File: src/rtl/ttfir_mac_if.sv
// Sample/coefficient/result bundle between the pin wrapper and the FIR MAC core.
// Handshake: x_valid is sampled only while busy=0, with no queuing. coef_load takes
// priority over x_valid. y_valid is a one-cycle strobe, and y_out/sat hold between strobes.
interface ttfir_mac_if #(
    parameter int BW_IN   = 6,
    parameter int BW_COEF = 6,
    parameter int BW_OUT  = 8
);
    logic [BW_IN-2:0]   x_in;
    logic               x_in_sign;
    logic               x_valid;
    logic [BW_COEF-1:0] coef_in;
    logic               coef_load;
    logic               busy;
    logic [BW_OUT-1:0]  y_out;
    logic               y_valid;
    logic               sat;

    modport master (
        output x_in, x_in_sign, x_valid, coef_in, coef_load,
        input  busy, y_out, y_valid, sat
    );

    modport slave (
        input  x_in, x_in_sign, x_valid, coef_in, coef_load,
        output busy, y_out, y_valid, sat
    );
endinterface

File: src/rtl/ttfir_mac.sv
// N-tap FIR filter built around one time-multiplexed multiplier-accumulator.
// Coefficients shift in serially, samples arrive in sign-magnitude form, and the output is rounded and saturated.
module ttfir_mac #(
    parameter int N_TAPS  = 4,
    parameter int BW_IN   = 6,
    parameter int BW_COEF = 6,
    parameter int BW_OUT  = 8,
    parameter int SHIFT   = 2
) (
    input  logic        clk,
    input  logic        rst,
    ttfir_mac_if.slave  bus,
    output logic [1:0]  state_o
);
    localparam int ACC_W  = BW_IN + BW_COEF + $clog2(N_TAPS);
    localparam int PROD_W = BW_IN + BW_COEF;
    localparam int IDX_W  = (N_TAPS > 1) ? $clog2(N_TAPS) : 1;
    localparam int RW     = ACC_W + 1;
    localparam logic [IDX_W-1:0]     LAST_IDX = IDX_W'(N_TAPS - 1);
    localparam logic signed [RW-1:0] RND      = RW'((2 ** SHIFT) / 2);
    localparam logic signed [RW-1:0] Y_MAX    = RW'((2 ** (BW_OUT - 1)) - 1);
    localparam logic signed [RW-1:0] Y_MIN    = RW'(-(2 ** (BW_OUT - 1)));
    localparam logic [BW_COEF-1:0]   C0_RST   = BW_COEF'(2 ** SHIFT);

    typedef enum logic [1:0] {
        IDLE = 2'd0,
        MAC  = 2'd1,
        OUT  = 2'd2
    } state_t;

    state_t                    state_q, state_d;
    logic signed [BW_COEF-1:0] c_q [N_TAPS];
    logic signed [BW_IN-1:0]   d_q [N_TAPS];
    logic signed [ACC_W-1:0]   acc_q;
    logic [IDX_W-1:0]          idx_q;
    logic [BW_OUT-1:0]         y_q;
    logic                      y_valid_q;
    logic                      sat_q;

    logic                      shift_coef;
    logic                      accept;
    logic signed [BW_IN-1:0]   x_mag;
    logic signed [BW_IN-1:0]   x_conv;
    logic signed [PROD_W-1:0]  prod;
    logic signed [RW-1:0]      rnd_sum;
    logic signed [RW-1:0]      r;
    logic [BW_OUT-1:0]         y_d;
    logic                      sat_d;

    // A coefficient shift wins over a simultaneous sample, which is then dropped.
    assign shift_coef = (state_q == IDLE) && bus.coef_load;
    assign accept     = (state_q == IDLE) && !bus.coef_load && bus.x_valid;

    assign x_mag  = {1'b0, bus.x_in};
    assign x_conv = bus.x_in_sign ? -x_mag : x_mag;
    assign prod   = PROD_W'(c_q[idx_q]) * PROD_W'(d_q[idx_q]);

    // Round half up, then floor through the arithmetic shift.
    assign rnd_sum = RW'(acc_q) + RND;
    assign r       = rnd_sum >>> SHIFT;

    always_comb begin
        y_d   = r[BW_OUT-1:0];
        sat_d = 1'b0;
        if (r > Y_MAX) begin
            y_d   = Y_MAX[BW_OUT-1:0];
            sat_d = 1'b1;
        end else if (r < Y_MIN) begin
            y_d   = Y_MIN[BW_OUT-1:0];
            sat_d = 1'b1;
        end
    end

    always_comb begin
        state_d = state_q;
        case (state_q)
            IDLE:    if (accept) state_d = MAC;
            MAC:     if (idx_q == LAST_IDX) state_d = OUT;
            OUT:     state_d = IDLE;
            default: state_d = IDLE;
        endcase
    end

    always_ff @(posedge clk or negedge rst) begin
        if (!rst) begin
            state_q <= IDLE;
        end else begin
            state_q <= state_d;
        end
    end

    always_ff @(posedge clk or negedge rst) begin
        if (!rst) begin
            for (int i = 0; i < N_TAPS; i++) begin
                c_q[i] <= (i == 0) ? C0_RST : '0;
                d_q[i] <= '0;
            end
            acc_q     <= '0;
            idx_q     <= '0;
            y_q       <= '0;
            y_valid_q <= 1'b0;
            sat_q     <= 1'b0;
        end else begin
            if (shift_coef) begin
                c_q[0] <= bus.coef_in;
                for (int i = 1; i < N_TAPS; i++) c_q[i] <= c_q[i-1];
            end
            if (accept) begin
                d_q[0] <= x_conv;
                for (int i = 1; i < N_TAPS; i++) d_q[i] <= d_q[i-1];
                acc_q <= '0;
                idx_q <= '0;
            end
            if (state_q == MAC) begin
                acc_q <= acc_q + ACC_W'(prod);
                idx_q <= idx_q + IDX_W'(1);
            end
            y_valid_q <= (state_q == OUT);
            if (state_q == OUT) begin
                y_q   <= y_d;
                sat_q <= sat_d;
            end
        end
    end

    assign bus.busy    = (state_q != IDLE);
    assign bus.y_out   = y_q;
    assign bus.y_valid = y_valid_q;
    assign bus.sat     = sat_q;
    assign state_o     = state_q;
endmodule

File: src/flat_wrapper.sv
// flat-port wrapper written by rule: the top's interface ports become plain ports
module ttfir_mac_flat 
#(
    parameter int N_TAPS  = 4,
    parameter int BW_IN   = 6,
    parameter int BW_COEF = 6,
    parameter int BW_OUT  = 8,
    parameter int SHIFT   = 2
)
  (clk, rst, state_o, bus_x_in, bus_x_in_sign, bus_x_valid, bus_coef_in, bus_coef_load, bus_busy, bus_y_out, bus_y_valid, bus_sat);
  ttfir_mac_if #(.BW_IN(BW_IN), .BW_COEF(BW_COEF), .BW_OUT(BW_OUT)) bus_i ();
  input  logic clk;
  input  logic rst;
  output logic [1:0] state_o;
  input wire logic [$bits(bus_i.x_in)-1:0] bus_x_in;
  input wire logic [$bits(bus_i.x_in_sign)-1:0] bus_x_in_sign;
  input wire logic [$bits(bus_i.x_valid)-1:0] bus_x_valid;
  input wire logic [$bits(bus_i.coef_in)-1:0] bus_coef_in;
  input wire logic [$bits(bus_i.coef_load)-1:0] bus_coef_load;
  output wire logic [$bits(bus_i.busy)-1:0] bus_busy;
  output wire logic [$bits(bus_i.y_out)-1:0] bus_y_out;
  output wire logic [$bits(bus_i.y_valid)-1:0] bus_y_valid;
  output wire logic [$bits(bus_i.sat)-1:0] bus_sat;
  assign bus_i.x_in = bus_x_in;
  assign bus_i.x_in_sign = bus_x_in_sign;
  assign bus_i.x_valid = bus_x_valid;
  assign bus_i.coef_in = bus_coef_in;
  assign bus_i.coef_load = bus_coef_load;
  assign bus_busy = bus_i.busy;
  assign bus_y_out = bus_i.y_out;
  assign bus_y_valid = bus_i.y_valid;
  assign bus_sat = bus_i.sat;
  ttfir_mac #(.N_TAPS(N_TAPS), .BW_IN(BW_IN), .BW_COEF(BW_COEF), .BW_OUT(BW_OUT), .SHIFT(SHIFT)) u_core (.clk(clk), .rst(rst), .bus(bus_i), .state_o(state_o));
endmodule
File: config.mk
export PLATFORM = sky130hd
export DESIGN_NAME = ttfir_mac_flat
export DESIGN_NICKNAME = d
export VERILOG_FILES = /design/src/rtl/ttfir_mac_if.sv /design/src/rtl/ttfir_mac.sv /design/src/flat_wrapper.sv
export SDC_FILE = /design/constraint.sdc
export NUM_CORES = 1
export LEC_CHECK = 0
export ABC_AREA = 0
export ABC_CLOCK_PERIOD_IN_PS = 6500
export CORE_AREA = 2 2 97 118
export DETAILED_ROUTE_END_ITERATION = 8
export DIE_AREA = 0 0 99 120
export PLACE_DENSITY_LB_ADDON = 0.08
export RECOVER_POWER = 50
export SLEW_MARGIN = 15
export SYNTH_ARGS = -nofsm -noshare
export SYNTH_HDL_FRONTEND = slang
export SYNTH_SLANG_ARGS = --single-unit
File: constraint.sdc
create_clock -name clk -period 6.5 [get_ports clk]
set_clock_uncertainty 0.05 [all_clocks]
set_input_delay 1.3 -clock clk [delete_from_list [all_inputs] [get_ports clk]]
set_output_delay 1.3 -clock clk [all_outputs]
set_load 0.05 [all_outputs]
==> results of run 1 <==
sequential cells by signal, indices dropped and copies added (netlist names):
signal / count
u_core.idx_q: 2
u_core.bus.y_valid: 1
u_core.bus.sat: 1
u_core.bus.y_out: 8
u_core.d_q: 24
u_core.acc_q: 14
u_core.state_o: 2
u_core.c_q: 24
area by class of cell:
type / count / area (um2)
Clock buffer: 10 / 229
Clock inverter: 6 / 40.0
Fill cell: 907 / 4490
Inverter: 87 / 327
Multi-Input combinational cell: 384 / 3310
Sequential cell: 76 / 1900
Tap cell: 132 / 165
Timing Repair Buffer: 32 / 304
worst reg2reg max path, delay by kind of cell, from the launching register on:
family	cells	cell delay (ns)
AND/OR/NAND/NOR	2	0.54
XOR/XNOR	1	0.15
adder cells (fa/ha/maj)	5	2.45
buffers and inverters	4	0.41
AO/OA/AOI/OAI	3	0.68
flip-flops	1	0.68
multiplexers	1	0.56
path summary, 6_finish.rpt:
kind                                           endpoint  slack, ns  cells past startpoint
max                        u_core.acc_q[10]$_DFFE_PN0P_       0.80                     16
min                           u_core.d_q[2]$_DFFE_PN0P_       0.43                      2
max reg2reg                u_core.acc_q[10]$_DFFE_PN0P_       0.80                     16
min reg2reg                   u_core.d_q[2]$_DFFE_PN0P_       0.43                      2
max in group asynchronous    u_core.c_q[18]$_DFFE_PN0P_       1.72                      1
min in group asynchronous  u_core.bus.y_valid$_DFF_PN0_       2.35                      1
metal layers:
layer,global-route usage [%],routed length (um)
met1,24.0,4560
met2,36.1,5720
met3,2.97,253
met4,7.88,234
met5,0,0
stage by stage:
step                std cells  setup slack (ns)  hold WS, ns  utilization, %  area (um2)
finish                    727             0.797        0.428            58.3        6280
global route              727             0.446        0.461            58.3        6280
CTS                       727             0.791        0.429            58.4        6290
detailed placement        711             0.810        0.415            55.9        6020
global placement          711             0.883        0.402            55.9        6020
floorplan                 567              1.03        0.391               -        5650
kinds of logic (layout without fill, tap and decap cells):
logic type	after synthesis	in the layout	synth area share, %
DFF	76	76	33.7
and+or+nand+nor	182	182	15.6
xor gates and xnor gates	24	24	3.72
AOI/OAI and AO/OA	64	64	7.72
muxes	39	39	9.89
buffers and inverters	107	135	7.61
adders and majority gates	75	75	21.8
Yosys cell counts (all sizes together):
| cell type | n | area share [%] |
|---|---|---|
| mux2 | 25 | 5.0 |
| inv | 87 | 5.8 |
| o21bai | 2 | 0.27 |
| fa | 39 | 14 |
| mux2i | 3 | 0.53 |
| nand2 | 99 | 6.6 |
| a31oi | 2 | 0.22 |
| a41o | 1 | 0.18 |
| o211ai | 3 | 0.49 |
| dlygate4sd1 | 1 | 0.15 |
| a2111oi | 1 | 0.27 |
| nand2b | 2 | 0.22 |
| nor3b | 1 | 0.22 |
| dfstp | 1 | 0.46 |
| buf | 10 | 1.1 |
| o311ai | 6 | 0.93 |
| nor2 | 16 | 1.1 |
| a211oi | 4 | 0.71 |
| o21ai | 28 | 2.7 |
| nor4 | 3 | 0.33 |
| a21oi | 10 | 1.0 |
| and3 | 3 | 0.35 |
| or3b | 1 | 0.15 |
| and2 | 17 | 1.9 |
| o31ai | 2 | 0.27 |
| and4 | 2 | 0.40 |
| or2 | 4 | 0.44 |
| ha | 36 | 8.0 |
| nand3b | 3 | 0.62 |
| xnor2 | 11 | 1.7 |
| a21o | 4 | 0.55 |
| mux4 | 11 | 4.4 |
| dfrtp | 75 | 33 |
| nor3 | 4 | 0.44 |
| or4 | 1 | 0.13 |
| a31o | 1 | 0.15 |
| or3 | 2 | 0.22 |
| clkbuf | 9 | 0.60 |
| nand4 | 3 | 0.60 |
| xor2 | 13 | 2.0 |
| nor2b | 2 | 0.22 |
| nand3 | 19 | 1.7 |
==> flow_metrics.env, run 1 <==
export IMPL_cts_tree="yes"
export IMPL_layout_common_cells="99 x nand2_1, 87 x inv_1, 75 x dfrtp_1, 39 x fa_1, 36 x ha_1"
export IMPL_fin_crit_sh_pct=87.7
export IMPL_clock_sinks=76
export IMPL_cpMostUsedCell="fa_1"
export IMPL_fp_dieH_um=120
export IMPL_wl_mm=10.8
export IMPL_holdCritPathClass="flop to flop"
export IMPL_nets=681
export IMPL_core_mm2=0.0108
export IMPL_grt_pass1_vias=4084
export IMPL_startpoint_type="flop"
export IMPL_synth_seq_cells=76
export IMPL_synth_fp_nets=658
export IMPL_setup_tns_final_ns=0
export IMPL_period_needed_ns=5.70
export IMPL_hold_path_startpoint="u_core.d_q[2]$_DFFE_PN0P_"
export IMPL_vias=3943
export IMPL_start_util_pct=52.5
export IMPL_cts_clk_slew_worst_paths_ns=0.06
export IMPL_wl_per_cell_um=14.8
export IMPL_postSynthCellCount=567
export IMPL_area_delta_synth_final_pct=11.1
export IMPL_yosysSeqAreaShare_pct=33.7
export IMPL_h_tree_depth=3
export IMPL_critPathMaxFanout=12
export IMPL_tightest_slew_ns=4.13
export IMPL_critPathRequiredTime_ns=6.62
export IMPL_cp_top_family="adder cells"
export IMPL_cts_buffer_depth=2
export IMPL_first_pass_iters=4
export IMPL_final_antenna_net_count=0
export IMPL_drc=0
export IMPL_synth_distinct_cells=56
export IMPL_violations="max-capacitance violations, max-slew violations"
export IMPL_layout_commonest_cell="nand2_1"
export IMPL_synth_avg_cell_area_um2=9.97
export IMPL_crit_arrival_ns=5.82
export IMPL_hold_viol=0
export IMPL_grt_antenna_before_repair=0
export IMPL_drt_iter0_markers=103
export IMPL_critical_path_class="flop to flop"
export IMPL_critical_path_cell_chain="buf_4, mux4_2, or2_2, fa_1, fa_1, inv_1, fa_1, inv_1, fa_1, inv_1, ha_1, a211oi_1, a211oi_2, nor3_1, xor2_1, o21ai_0"
export IMPL_relSlewSlack_pct=-175
export IMPL_dp_hpwl_mm=8.20
export IMPL_cts_root_buffer="clkbuf_16"
export IMPL_syn_cell_area_mm2=0.00565
export IMPL_setup_viol=0
export IMPL_die_area_mm2=0.0119
export IMPL_rr_startpoint="u_core.idx_q[0]$_DFFE_PN0P_"
export IMPL_crit_path_end_kind="flop"
export IMPL_yosys_warnings=0
export IMPL_n_antenna_cell=0
export IMPL_cp_slowest_cell="dfrtp_1"
export IMPL_grt_use_total_pct=20.1
export IMPL_layout_drive_gt1_share_pct=12.4
export IMPL_clk_latency_ns=0.34
export IMPL_maxCapViolations=1
export IMPL_max_freq_mhz=175
export IMPL_grt_max_degree=77
export IMPL_worst_path_buf_inv=4
export IMPL_rsz0062_at_grt="no"
export IMPL_die_x_um=99
export IMPL_cts_buffers=9
export IMPL_grt_pass1_wl_mm=18.9
export IMPL_globalplace_congestion=0.803
export IMPL_portBuffers=28
export IMPL_crit_start="u_core.idx_q[0]$_DFFE_PN0P_"
export IMPL_critPathMaxStageDelay_ns=0.68
export IMPL_drv_slew=77
export IMPL_cts_setup_buffers=0
export IMPL_post_drt_via_cell_ratio=5.42
export IMPL_rows=42
export IMPL_grt_ovfl_total=0
export IMPL_cts_hold_buf=0
export IMPL_ios=29
export IMPL_status="finished, violations left"
export IMPL_cts_resized=0
Power of run 1 is left out: the tool's default activity adds up to more than one toggle a clock period on the data nets, which glitch-free logic cannot reach.
==> inputs of run 2 (changes only) <==
CORE_AREA = 5 5 100 121   (was 2 2 97 118)
DIE_AREA = 0 0 105 126   (was 0 0 99 120)
SKIP_CTS_REPAIR_TIMING = 1   (was not set)
SLEW_MARGIN = 20   (was 15)
==> run 2 against run 1 <==
Effect of this change:
- global-route usage decreased by 2.9 points
- critical path depth unchanged
- register-to-register slack about the same
- final cell count increased by 0.28%
- design area up 0.20%
- via count shrank 1.7%
- the flow still finishes with violations (max-capacitance violations, max-slew violations)
- die area rose by 11%
- fmax decreased by 0.21%
- first-iteration DRC count rose by 38%
- non-clock buffer count is 2 higher
==> flow_metrics.env, run 2 (synthesized netlist as in run 1, its figures left out) <==
export IMPL_cpMostUsedCell="fa_1"
export IMPL_portBuffers=28
export IMPL_grt_ovfl_total=0
export IMPL_ios=29
export IMPL_layout_commonest_cell="nand2_1"
export IMPL_setup_tns_final_ns=0
export IMPL_met2_usage_pct=31.5
export IMPL_first_pass_iters=4
export IMPL_cp_top_family="adder cells"
export IMPL_critical_path_cell_chain="buf_4, mux4_2, or2_2, fa_1, fa_1, inv_1, fa_1, inv_1, fa_1, inv_1, ha_1, o21ai_0, o21ai_1, a41o_1, nor4_1, or3b_1"
export IMPL_drt_iter0_markers=142
export IMPL_period_needed_ns=5.72
export IMPL_clk_latency_ns=0.34
export IMPL_use_met3_pct=2.61
export IMPL_startpoint_type="flop"
export IMPL_globalplace_congestion=0.874
export IMPL_drv_slew=57
export IMPL_holdCritPathClass="flop to flop"
export IMPL_fp_dieH_um=126
export IMPL_final_antenna_net_count=0
export IMPL_wl_mm=10.8
export IMPL_critPathRequiredTime_ns=6.66
export IMPL_violations="max-capacitance violations, max-slew violations"
export IMPL_grt_pass1_vias=4102
export IMPL_grt_busiest_layer="met2"
export IMPL_grt_use_total_pct=17.1
export IMPL_status="finished, violations left"
export IMPL_relSlewSlack_pct=-98.9
export IMPL_grt_antenna_before_repair=0
export IMPL_setup_viol=0
export IMPL_hold_viol=0
export IMPL_critPathMaxStageDelay_ns=0.68
export IMPL_grt_max_degree=77
export IMPL_cts_tree="yes"
export IMPL_nets=683
export IMPL_dp_hpwl_mm=8.28
export IMPL_clock_sinks=76
export IMPL_crit_arrival_ns=5.88
export IMPL_n_antenna_cell=0
export IMPL_drc=0
export IMPL_worst_path_buf_inv=4
export IMPL_cts_buffer_depth=2
export IMPL_h_tree_depth=3
export IMPL_layout_drive_gt1_share_pct=12.6
export IMPL_grt_use_met1_pct=20.0
export IMPL_rsz0062_at_grt="no"
export IMPL_critical_path_class="flop to flop"
export IMPL_cts_root_buffer="clkbuf_16"
export IMPL_wl_per_cell_um=14.8
export IMPL_start_util_pct=52.2
export IMPL_post_drt_via_cell_ratio=5.32
export IMPL_cts_clk_slew_worst_paths_ns=0.06
export IMPL_rows=42
export IMPL_top_regs="u_core.c_q (24), u_core.d_q (24), u_core.acc_q (14)"
export IMPL_tightest_slew_ns=2.98
export IMPL_vias=3876
export IMPL_grt_pass1_wl_mm=18.6
export IMPL_crit_path_end_kind="flop"
export IMPL_cts_buffers=9
export IMPL_fin_crit_sh_pct=87.9
export IMPL_maxCapViolations=1
export IMPL_layout_common_cells="99 x nand2_1, 87 x inv_1, 75 x dfrtp_1, 39 x fa_1, 36 x ha_1"
export IMPL_die_x_um=105
export IMPL_core_mm2=0.0108
export IMPL_max_freq_mhz=175
export IMPL_die_area_mm2=0.0132
export IMPL_critPathMaxFanout=12
export IMPL_cp_slowest_cell="dfrtp_1"
export IMPL_area_delta_synth_final_pct=11.3
## run 2: cell count changes in the layout (fill, tap and decap cells not counted), sizes merged
cell      delta
clkinvlp     -1
clkbuf       +1
buf          +1
clkinv       +1
## run 2: path summary, 6_finish.rpt
kind                       slack, ns  cells after the start                         from                         endpoint
hold / removal                  0.42                      2    u_core.d_q[1]$_DFFE_PN0P_        u_core.d_q[1]$_DFFE_PN0P_
min in group asynchronous       1.11                      1                          rst  u_core.bus.y_out[7]$_DFFE_PN0P_
setup reg to reg                0.78                     16  u_core.idx_q[0]$_DFFE_PN0P_     u_core.acc_q[13]$_DFFE_PN0P_
max in group asynchronous       1.90                      2                          rst       u_core.c_q[19]$_DFFE_PN0P_
hold reg to reg                 0.42                      2    u_core.d_q[1]$_DFFE_PN0P_        u_core.d_q[1]$_DFFE_PN0P_
setup / recovery                0.78                     16  u_core.idx_q[0]$_DFFE_PN0P_     u_core.acc_q[13]$_DFFE_PN0P_
## run 2: cell type report
cell class,count,area [um2]
fillers,940,4530
repair buffers,34,319
inverters,87,327
clock buffers,10,229
well taps,132,165
multi-input cells,384,3310
flip-flops and latches,76,1900
clock inverters,6,41.3
## run 2: through the flow
stage	utilization (%)	area [um2]	setup WS [ns]	cells	hold slack, ns
6_report	58.1	6290	0.785	729	0.423
5_1_grt	58.1	6290	0.467	729	0.449
4_1_cts	58.1	6290	0.722	727	0.426
3_5_place_dp	55.6	6020	0.739	711	0.412
3_3_place_gp	55.6	6020	0.880	711	0.402
2_1_floorplan	-	5650	1.03	567	0.391
## run 2: per-layer routing
metal	wire length, um	part of all wire (%)
met4	219	2.0
met5	0	0
met1	4470	42
met3	300	2.8
met2	5780	54
## run 2: tightest hold or removal path: cells and delay by family (launching register included)
family / cells / cell delay (ns)
flops: 1 / 0.34
simple gates: 2 / 0.10
Power of run 2 is left out for the same reason.
